$ cat config.mk
export PLATFORM = sky130hd
export DESIGN_NAME = usb3_descramble
export DESIGN_NICKNAME = d
export VERILOG_FILES = /design/src/rtl/usb3_descramble.sv
export SDC_FILE = /design/constraint.sdc
export NUM_CORES = 1
export LEC_CHECK = 0
export CAP_MARGIN = 10
export CORE_ASPECT_RATIO = 1.25
export CORE_MARGIN = 2
export CORE_UTILIZATION = 30
export CTS_BUF_LIST = sky130_fd_sc_hd__clkbuf_16
export CTS_CLUSTER_DIAMETER = 120
export DETAILED_ROUTE_END_ITERATION = 12
export SETUP_SLACK_MARGIN = 0.15
export SLEW_MARGIN = 20
export SYNTH_ARGS = -nofsm -noshare
export SYNTH_HDL_FRONTEND = slang
export SYNTH_SLANG_ARGS = --single-unit
$ cat constraint.sdc
create_clock -name local_clk -period 3.88 [get_ports local_clk]
set_input_delay 0.776 -clock local_clk [delete_from_list [all_inputs] [get_ports local_clk]]
set_output_delay 0.776 -clock local_clk [all_outputs]
set_load 0.02 [all_outputs]
$ cat src/rtl/usb3_descramble.sv
// usb3_descramble: receive-side USB3 descrambler with SKP removal.
// Stage 1 classifies each symbol (SKP / COM / K / data) and descrambles data
// against a 16-bit Galois LFSR (x^16+x^5+x^4+x^3+1), walking lanes 3..0.
// Stage 2 drops SKP symbols, compacts the survivors into a 7-byte accumulator
// and releases the oldest four whenever at least four are held.
// Keystream byte for a symbol is the 8 bits shifted out of the LFSR MSB while
// it advances 8 steps; bit 0 of the byte is the first bit shifted out.
module usb3_descramble #(
  parameter logic [15:0] SCRAM_INIT = 16'h7DBD
) (
  input  logic        local_clk,
  input  logic        reset_n,
  input  logic        enable,
  input  logic [31:0] in_data,
  input  logic [3:0]  in_datak,
  input  logic        in_valid,
  output logic [31:0] out_data,
  output logic [3:0]  out_datak,
  output logic        out_valid,
  output logic [2:0]  skp_count,
  output logic        scram_locked,
  output logic        err_skp_odd
);

  localparam logic [7:0]  SYM_SKP = 8'h3C;
  localparam logic [7:0]  SYM_COM = 8'hBC;
  localparam logic [15:0] POLY    = 16'h0039;

  // Advance the LFSR by one symbol (8 shifts).
  function automatic logic [15:0] lfsr_adv8(input logic [15:0] s);
    logic [15:0] t;
    t = s;
    for (int i = 0; i < 8; i++) begin
      t = {t[14:0], 1'b0} ^ (t[15] ? POLY : 16'h0000);
    end
    return t;
  endfunction

  // The 8 MSBs shifted out during one advance; taps never reach bit 15
  // within 8 shifts, so they are simply state[15:8] in reverse order.
  function automatic logic [7:0] lfsr_key(input logic [15:0] s);
    return {s[8], s[9], s[10], s[11], s[12], s[13], s[14], s[15]};
  endfunction

  // ---------------- stage 1 ----------------
  logic [15:0] lfsr_q, lfsr_d;
  logic [31:0] s1_data_d;
  logic [3:0]  s1_skp_d;
  logic        s1_com_d;
  logic [7:0]  sym;

  logic        s1_valid, s1_mode, s1_com;
  logic [31:0] s1_data;
  logic [3:0]  s1_datak, s1_skp;

  // Classify and descramble the incoming word lane by lane, oldest lane first.
  always_comb begin
    lfsr_d    = lfsr_q;
    s1_data_d = in_data;
    s1_skp_d  = '0;
    s1_com_d  = 1'b0;
    sym       = '0;
    if (!enable) begin
      lfsr_d = SCRAM_INIT;
    end else if (in_valid) begin
      for (int l = 3; l >= 0; l--) begin
        sym = in_data[8*l +: 8];
        if (in_datak[l] && sym == SYM_SKP) begin
          s1_skp_d[l] = 1'b1;
        end else if (in_datak[l] && sym == SYM_COM) begin
          s1_com_d = 1'b1;
          lfsr_d   = SCRAM_INIT;
        end else begin
          if (!in_datak[l]) s1_data_d[8*l +: 8] = sym ^ lfsr_key(lfsr_d);
          lfsr_d = lfsr_adv8(lfsr_d);
        end
      end
    end
  end

  // Stage-1 pipeline register and LFSR state.
  always_ff @(posedge local_clk) begin
    if (!reset_n) begin
      lfsr_q   <= SCRAM_INIT;
      s1_valid <= 1'b0;
      s1_mode  <= 1'b0;
      s1_com   <= 1'b0;
      s1_data  <= '0;
      s1_datak <= '0;
      s1_skp   <= '0;
    end else begin
      lfsr_q   <= lfsr_d;
      s1_valid <= in_valid;
      s1_mode  <= enable;
      s1_com   <= s1_com_d;
      s1_data  <= s1_data_d;
      s1_datak <= in_datak;
      s1_skp   <= s1_skp_d;
    end
  end

  // ---------------- stage 2 ----------------
  logic [7:0]  acc_data_q [7];
  logic [6:0]  acc_k_q;
  logic [2:0]  acc_depth_q;
  logic        run_odd_q;

  logic [7:0]  acc_data_d [7];
  logic [6:0]  acc_k_d;
  logic [2:0]  acc_depth_d;
  logic        run_odd_d;

  logic [7:0]  mrg_data [7];
  logic [6:0]  mrg_k;
  logic [3:0]  mrg_cnt;

  logic [31:0] out_data_d;
  logic [3:0]  out_datak_d;
  logic        out_valid_d;
  logic [2:0]  skp_count_d;
  logic        err_d;
  logic        locked_d;

  // Strip SKPs, append survivors behind the carried-over symbols and pop a
  // full word when four or more are available. Bypass mode empties the
  // accumulator so nothing partial survives a mode change.
  always_comb begin
    for (int i = 0; i < 7; i++) begin
      mrg_data[i]   = acc_data_q[i];
      acc_data_d[i] = acc_data_q[i];
    end
    mrg_k       = acc_k_q;
    mrg_cnt     = {1'b0, acc_depth_q};
    acc_k_d     = acc_k_q;
    acc_depth_d = acc_depth_q;
    run_odd_d   = run_odd_q;
    out_data_d  = out_data;
    out_datak_d = out_datak;
    out_valid_d = 1'b0;
    skp_count_d = '0;
    err_d       = 1'b0;
    locked_d    = scram_locked | s1_com;
    if (!s1_mode) begin
      out_valid_d = s1_valid;
      out_data_d  = s1_data;
      out_datak_d = s1_datak;
      acc_depth_d = '0;
      run_odd_d   = 1'b0;
    end else if (s1_valid) begin
      for (int l = 3; l >= 0; l--) begin
        if (s1_skp[l]) begin
          skp_count_d = skp_count_d + 3'd1;
          run_odd_d   = !run_odd_d;
        end else begin
          if (run_odd_d) err_d = 1'b1;
          run_odd_d = 1'b0;
          if (mrg_cnt < 4'd7) begin
            mrg_data[mrg_cnt[2:0]] = s1_data[8*l +: 8];
            mrg_k[mrg_cnt[2:0]]    = s1_datak[l];
          end
          mrg_cnt = mrg_cnt + 4'd1;
        end
      end
      if (mrg_cnt >= 4'd4) begin
        out_valid_d = 1'b1;
        out_data_d  = {mrg_data[0], mrg_data[1], mrg_data[2], mrg_data[3]};
        out_datak_d = {mrg_k[0], mrg_k[1], mrg_k[2], mrg_k[3]};
        for (int i = 0; i < 7; i++) acc_data_d[i] = 8'h00;
        acc_data_d[0] = mrg_data[4];
        acc_data_d[1] = mrg_data[5];
        acc_data_d[2] = mrg_data[6];
        acc_k_d       = {4'b0000, mrg_k[6:4]};
        acc_depth_d   = 3'(mrg_cnt - 4'd4);
      end else begin
        for (int i = 0; i < 7; i++) acc_data_d[i] = mrg_data[i];
        acc_k_d     = mrg_k;
        acc_depth_d = mrg_cnt[2:0];
      end
    end
  end

  // Stage-2 registers: accumulator, SKP run parity and all outputs.
  always_ff @(posedge local_clk) begin
    if (!reset_n) begin
      acc_data_q   <= '{default: 8'h00};
      acc_k_q      <= '0;
      acc_depth_q  <= '0;
      run_odd_q    <= 1'b0;
      out_data     <= '0;
      out_datak    <= '0;
      out_valid    <= 1'b0;
      skp_count    <= '0;
      err_skp_odd  <= 1'b0;
      scram_locked <= 1'b0;
    end else begin
      acc_data_q   <= acc_data_d;
      acc_k_q      <= acc_k_d;
      acc_depth_q  <= acc_depth_d;
      run_odd_q    <= run_odd_d;
      out_data     <= out_data_d;
      out_datak    <= out_datak_d;
      out_valid    <= out_valid_d;
      skp_count    <= skp_count_d;
      err_skp_odd  <= err_d;
      scram_locked <= locked_d;
    end
  end

endmodule

==> key figures, run 1 <==
Job
  • Max-capacitance violation count: 0

Timing
  • Worst Hold Margin: ~0.44 ns
  • Final critical path time including I/O delays and setup: about 3.6 ns
  • Worst-Margin Slew: around 0.85 ns
  • Maximum clock skew at final layout: 0.0124 ns
  • Setup violation total in the final timing report: 0
  • Max Freq: approximately 280 MHz
  • Max-slew violation total from the final report: 0
  • Setup repair after global routing missed its margin: yes
  • Period utilisation layout: between 90% and 100%
  • Tightest slew margin relative to the limit: between 40% and 50%
  • Final-report hold violation count: 0

Setup path
  • CP Data Required Time: between 4 and 5 ns
  • Type of the worst setup path: reg2reg
  • Worst Path Max Fanout: 9
  • CP cell instances: ha_1 > mux2i_1 > inv_1 > ha_1 > nor2b_1 > xnor3_1 > buf_4 > nand2_1 > or4_1 > mux2_2 > mux2i_1 > nor2_1 > o221a_2
  • Worst path arrival time: 3.96 ns
  • Startpoint type of the worst setup path: flip-flop
  • Worst-path cell with the longest stage delay: sky130_fd_sc_hd__or4_1
  • Endpoint type of the worst setup path: flip-flop
  • Worst path max stage delay: between 0.7 and 0.8 ns

Global route
  • Pin count of the biggest net entering global routing: between 50 and 60
  • Gr usage total: between 20% and 30%
  • Via count of the first global-routing pass: 11600
  • First-pass GRT wire length: approximately 70 mm
  • Grt ovf: 0
  • Initial antenna violation count: 0

Clocking
  • Hold buffer count at cts: 0
  • Clock tree from TritonCTS: yes
  • Clk_lat worst skew: ~0.46 ns
  • Clock-pin transition on the worst setup and hold timing paths: around 0.08 ns
  • Root Buffer: sky130_fd_sc_hd__clkbuf_16
  • Number of H-tree levels: 4
  • Total clock sinks: ~170
  • Cts bufs inserted: 17
  • Clk buf depth: 2

Detailed routing
  • Average wire length per cell after detail routing: between 20 and 25 um
  • Antenna-violating nets left: 0
  • 1st-pass router iterations: 5
  • Number of design rule violations left after detail routing: 0
  • Mean number of vias per cell: roughly 5.8
  • Starting DRC count in detailed routing: 1078
  • Detailed-route via count: 11900
  • Total Routed Length: 48.2 mm

Logic synthesis
  • Post-synth EDFFs: 0
  • Synth warn: 0
  • Sequential cell area fraction in the yosys report: between 20% and 30%
  • Most common flop cell mapped by yosys: sky130_fd_sc_hd__dfxtp_1
  • Synthesized area divided by synthesized cell count: approximately 8.5 sq um
  • Post-synth cell types: just under 90
  • Async set or reset register ratio after synthesis: 0%
  • Net count after synthesis: between 1000 and 1500
  • Number of register bits inferred by synthesis: roughly 170
  • Instance count of the mapped netlist: between 1000 and 1500
  • Combined area of all synthesized cells: between 0.01 and 0.015 sq mm

Placement
  • HPWL reported at the end of detailed placement: around 34 mm
  • Cell area reported after detailed placement: ~0.014 sq mm
  • Number of instances in the placed design: approximately 2000
  • Count of port buffers added during placement: 81
  • Gp weighted congestion: ~0.93

Status
  • Outcome: completed

Finish
  • Area of the multi-input gates: 0.00827 sq mm
  • Growth of design area from synthesis to finish: 21.6%
  • Number of inserted diodes: 0
  • Non-Filler Cell Area, Final: about 0.015 sq mm
  • Filler cell count in the final layout: a little over 4000
  • Post-Layout Cell Count: 2048
  • Final core utilization: between 30% and 40%
  • Layout cell share with drive strength beyond 1: between 20% and 30%
  • Net total in the final layout: ~1600
  • Reg area: 0.00336 sq mm

Power and ir drop
  • Clk network pwr share: about 16%
  • Part of the power in registers: around 21%
  • Worst ir drop on vdd: approximately 0.54 mV
  • Total Power Consumption: between 10 and 15 mW
  • Part of the total power dissipated in combinational logic: 63.2%
  • PwrDens: 746 mW/mm^2
  • Switching share of total power: between 40 and 50%
  • Internal power consumption: between 6 and 7 mW
  • Total net switching power: between 4 and 5 mW
  • Leakage: around 5.6 nW

Floorplan
  • Cell row count: slightly above 80
  • Die boundary height: approximately 230 um
  • Die width: between 150 and 200 um
  • Effective utilization at floorplan: between 30% and 40%
  • Total Die Area: between 0.04 and 0.05 sq mm
  • Number of primary I/O pins: approximately 80
  • Area of the core: about 0.04 sq mm

Worst hold path
  • Type of the tightest min-delay check: reg2reg
-- placed cells by master (no fill, tap or decap), drive strengths merged, types with 29 or more instances in the layout --
| cell | synthesis | routed |
|---|---|---|
| dfxtp | 168 | 168 |
| nor2 | 122 | 122 |
| and2 | 38 | 38 |
| xnor2 | 70 | 70 |
| xor2 | 33 | 33 |
| nand2 | 56 | 56 |
| buf | 48 | 127 |
| nor3 | 58 | 58 |
| a21oi | 110 | 111 |
| a22oi | 46 | 46 |
| o221a | 29 | 29 |
| mux2i | 103 | 103 |
| o21ai | 103 | 103 |
| clkdlybuf4s50 | 0 | 80 |
| mux2 | 111 | 111 |
| nor2b | 32 | 32 |
-- cells by family after synthesis --
kind of cell / after synthesis / share of synthesized area (%)
compound gates: 380 / 21.0
buf+inv: 138 / 4.87
mux: 214 / 18.8
simple gates: 404 / 17.2
fa+ha+maj: 9 / 0.928
xor+xnor: 113 / 9.52
flops: 168 / 27.7
-- power groups by stage --
stage,Combinational (mW),Sequential [mW],Clock (mW)
2_1_floorplan,4.62,2.04,0
3_3_place_gp,6.88,2.29,0
3_5_place_dp,6.85,2.29,0
4_1_cts,6.88,2.25,1.81
5_1_grt,7.43,2.26,1.87
6_report,6.95,2.26,1.79
-- worst max-delay path: cells and delay by family (launching register included) --
family	cells	cell delay [ns]
AO/OA/AOI/OAI	1	0.24
XOR/XNOR	1	0.29
adder cells (fa/ha/maj)	2	0.51
buffers and inverters	2	0.26
flip-flops	1	0.32
multiplexers	3	0.84
AND/OR/NAND/NOR	4	1.04
-- timing repair --
action | CTS | global route
cloned | 1 | 0
gates resized for setup | 1 | 7
buffers inserted | 0 | 3
setup endpoints to repair | 36 | 100
pin swaps | 0 | 3
-- Yosys cell counts, types with 8 or more instances --
library cell	number	area share, %
sky130_fd_sc_hd__buf_1	9	0.28
sky130_fd_sc_hd__xnor3_1	9	1.7
sky130_fd_sc_hd__o221ai_1	8	0.58
sky130_fd_sc_hd__nand3_1	25	1.0
sky130_fd_sc_hd__o22ai_1	10	0.52
sky130_fd_sc_hd__xnor2_1	68	4.9
sky130_fd_sc_hd__o21ai_1	34	1.4
sky130_fd_sc_hd__mux2i_1	102	8.4
sky130_fd_sc_hd__or3_1	9	0.46
sky130_fd_sc_hd__a21oi_1	108	4.5
sky130_fd_sc_hd__inv_1	14	0.43
sky130_fd_sc_hd__o21ai_0	68	2.8
sky130_fd_sc_hd__buf_2	31	1.3
sky130_fd_sc_hd__nor3_1	57	2.4
sky130_fd_sc_hd__nor2b_1	31	1.6
sky130_fd_sc_hd__and2_1	37	1.9
sky130_fd_sc_hd__nor2_1	122	3.8
sky130_fd_sc_hd__xor2_1	33	2.4
sky130_fd_sc_hd__nand2_1	56	1.7
sky130_fd_sc_hd__a22oi_1	45	2.8
sky130_fd_sc_hd__nand2b_1	11	0.57
sky130_fd_sc_hd__mux2_2	108	10
sky130_fd_sc_hd__nor4_1	11	0.57
sky130_fd_sc_hd__clkbuf_1	74	2.3
sky130_fd_sc_hd__o221a_2	22	2.0
sky130_fd_sc_hd__dfxtp_1	168	28
sky130_fd_sc_hd__ha_1	9	0.93
-- sequential cells by signal, summed over array words and instances, names as in the netlist --
register      flops
acc_data_q       56
acc_depth_q       3
acc_k_q           7
err_skp_odd       1
lfsr_q           16
out_data         32
out_datak         4
out_valid         1
run_odd_q         1
s1_com            1
s1_data          32
s1_datak          4
s1_mode           1
s1_skp            4
s1_valid          1
scram_locked      1
skp_count         3
-- final timing paths --
kind	cells after the start	slack (ns)	endpoint	start
setup reg to reg	13	0.27	acc_data_q[46]	acc_depth_q[0]
hold / removal	1	0.44	scram_locked	s1_com
hold reg to reg	1	0.44	scram_locked	s1_com
setup / recovery	13	0.27	acc_data_q[46]	acc_depth_q[0]
-- final cells by class --
type	count	area share, %
tap	504	4.28
inverter	16	0.407
sequential	168	22.8
multi-input combinational	1121	56.1
timing repair buffer	207	12.2
clock buffer	17	2.88
clock inverter	15	1.30
-- layer usage --
metal / up-vias / part of all wire [%] / track usage, %
li1: 5422 / - / -
met1: 5726 / 38 / 26.6
met2: 581 / 49 / 39.2
met3: 162 / 6.5 / 3.03
met4: 0 / 6.2 / 12.6
met5: - / 0 / 0
-- through the flow --
stage          setup WS (ns)  TNS, ns
3_5_place_dp         -0.0923   -0.201
6_report               0.270        0
5_1_grt               0.0382        0
4_1_cts                0.250        0
2_1_floorplan          0.221        0
3_3_place_gp         -0.0967   -0.131
Note: power is estimated with default switching activity, not from simulation.
==> inputs of run 2 (changes only) <==
--- a/constraint.sdc
+++ b/constraint.sdc
@@ -3,2 +3,2 @@
 set_output_delay 0.776 -clock local_clk [all_outputs]
-set_load 0.02 [all_outputs]
+set_load 0.01 [all_outputs]
==> results of run 2 <==
The final DEF is identical to that of run 1. Status: completed.
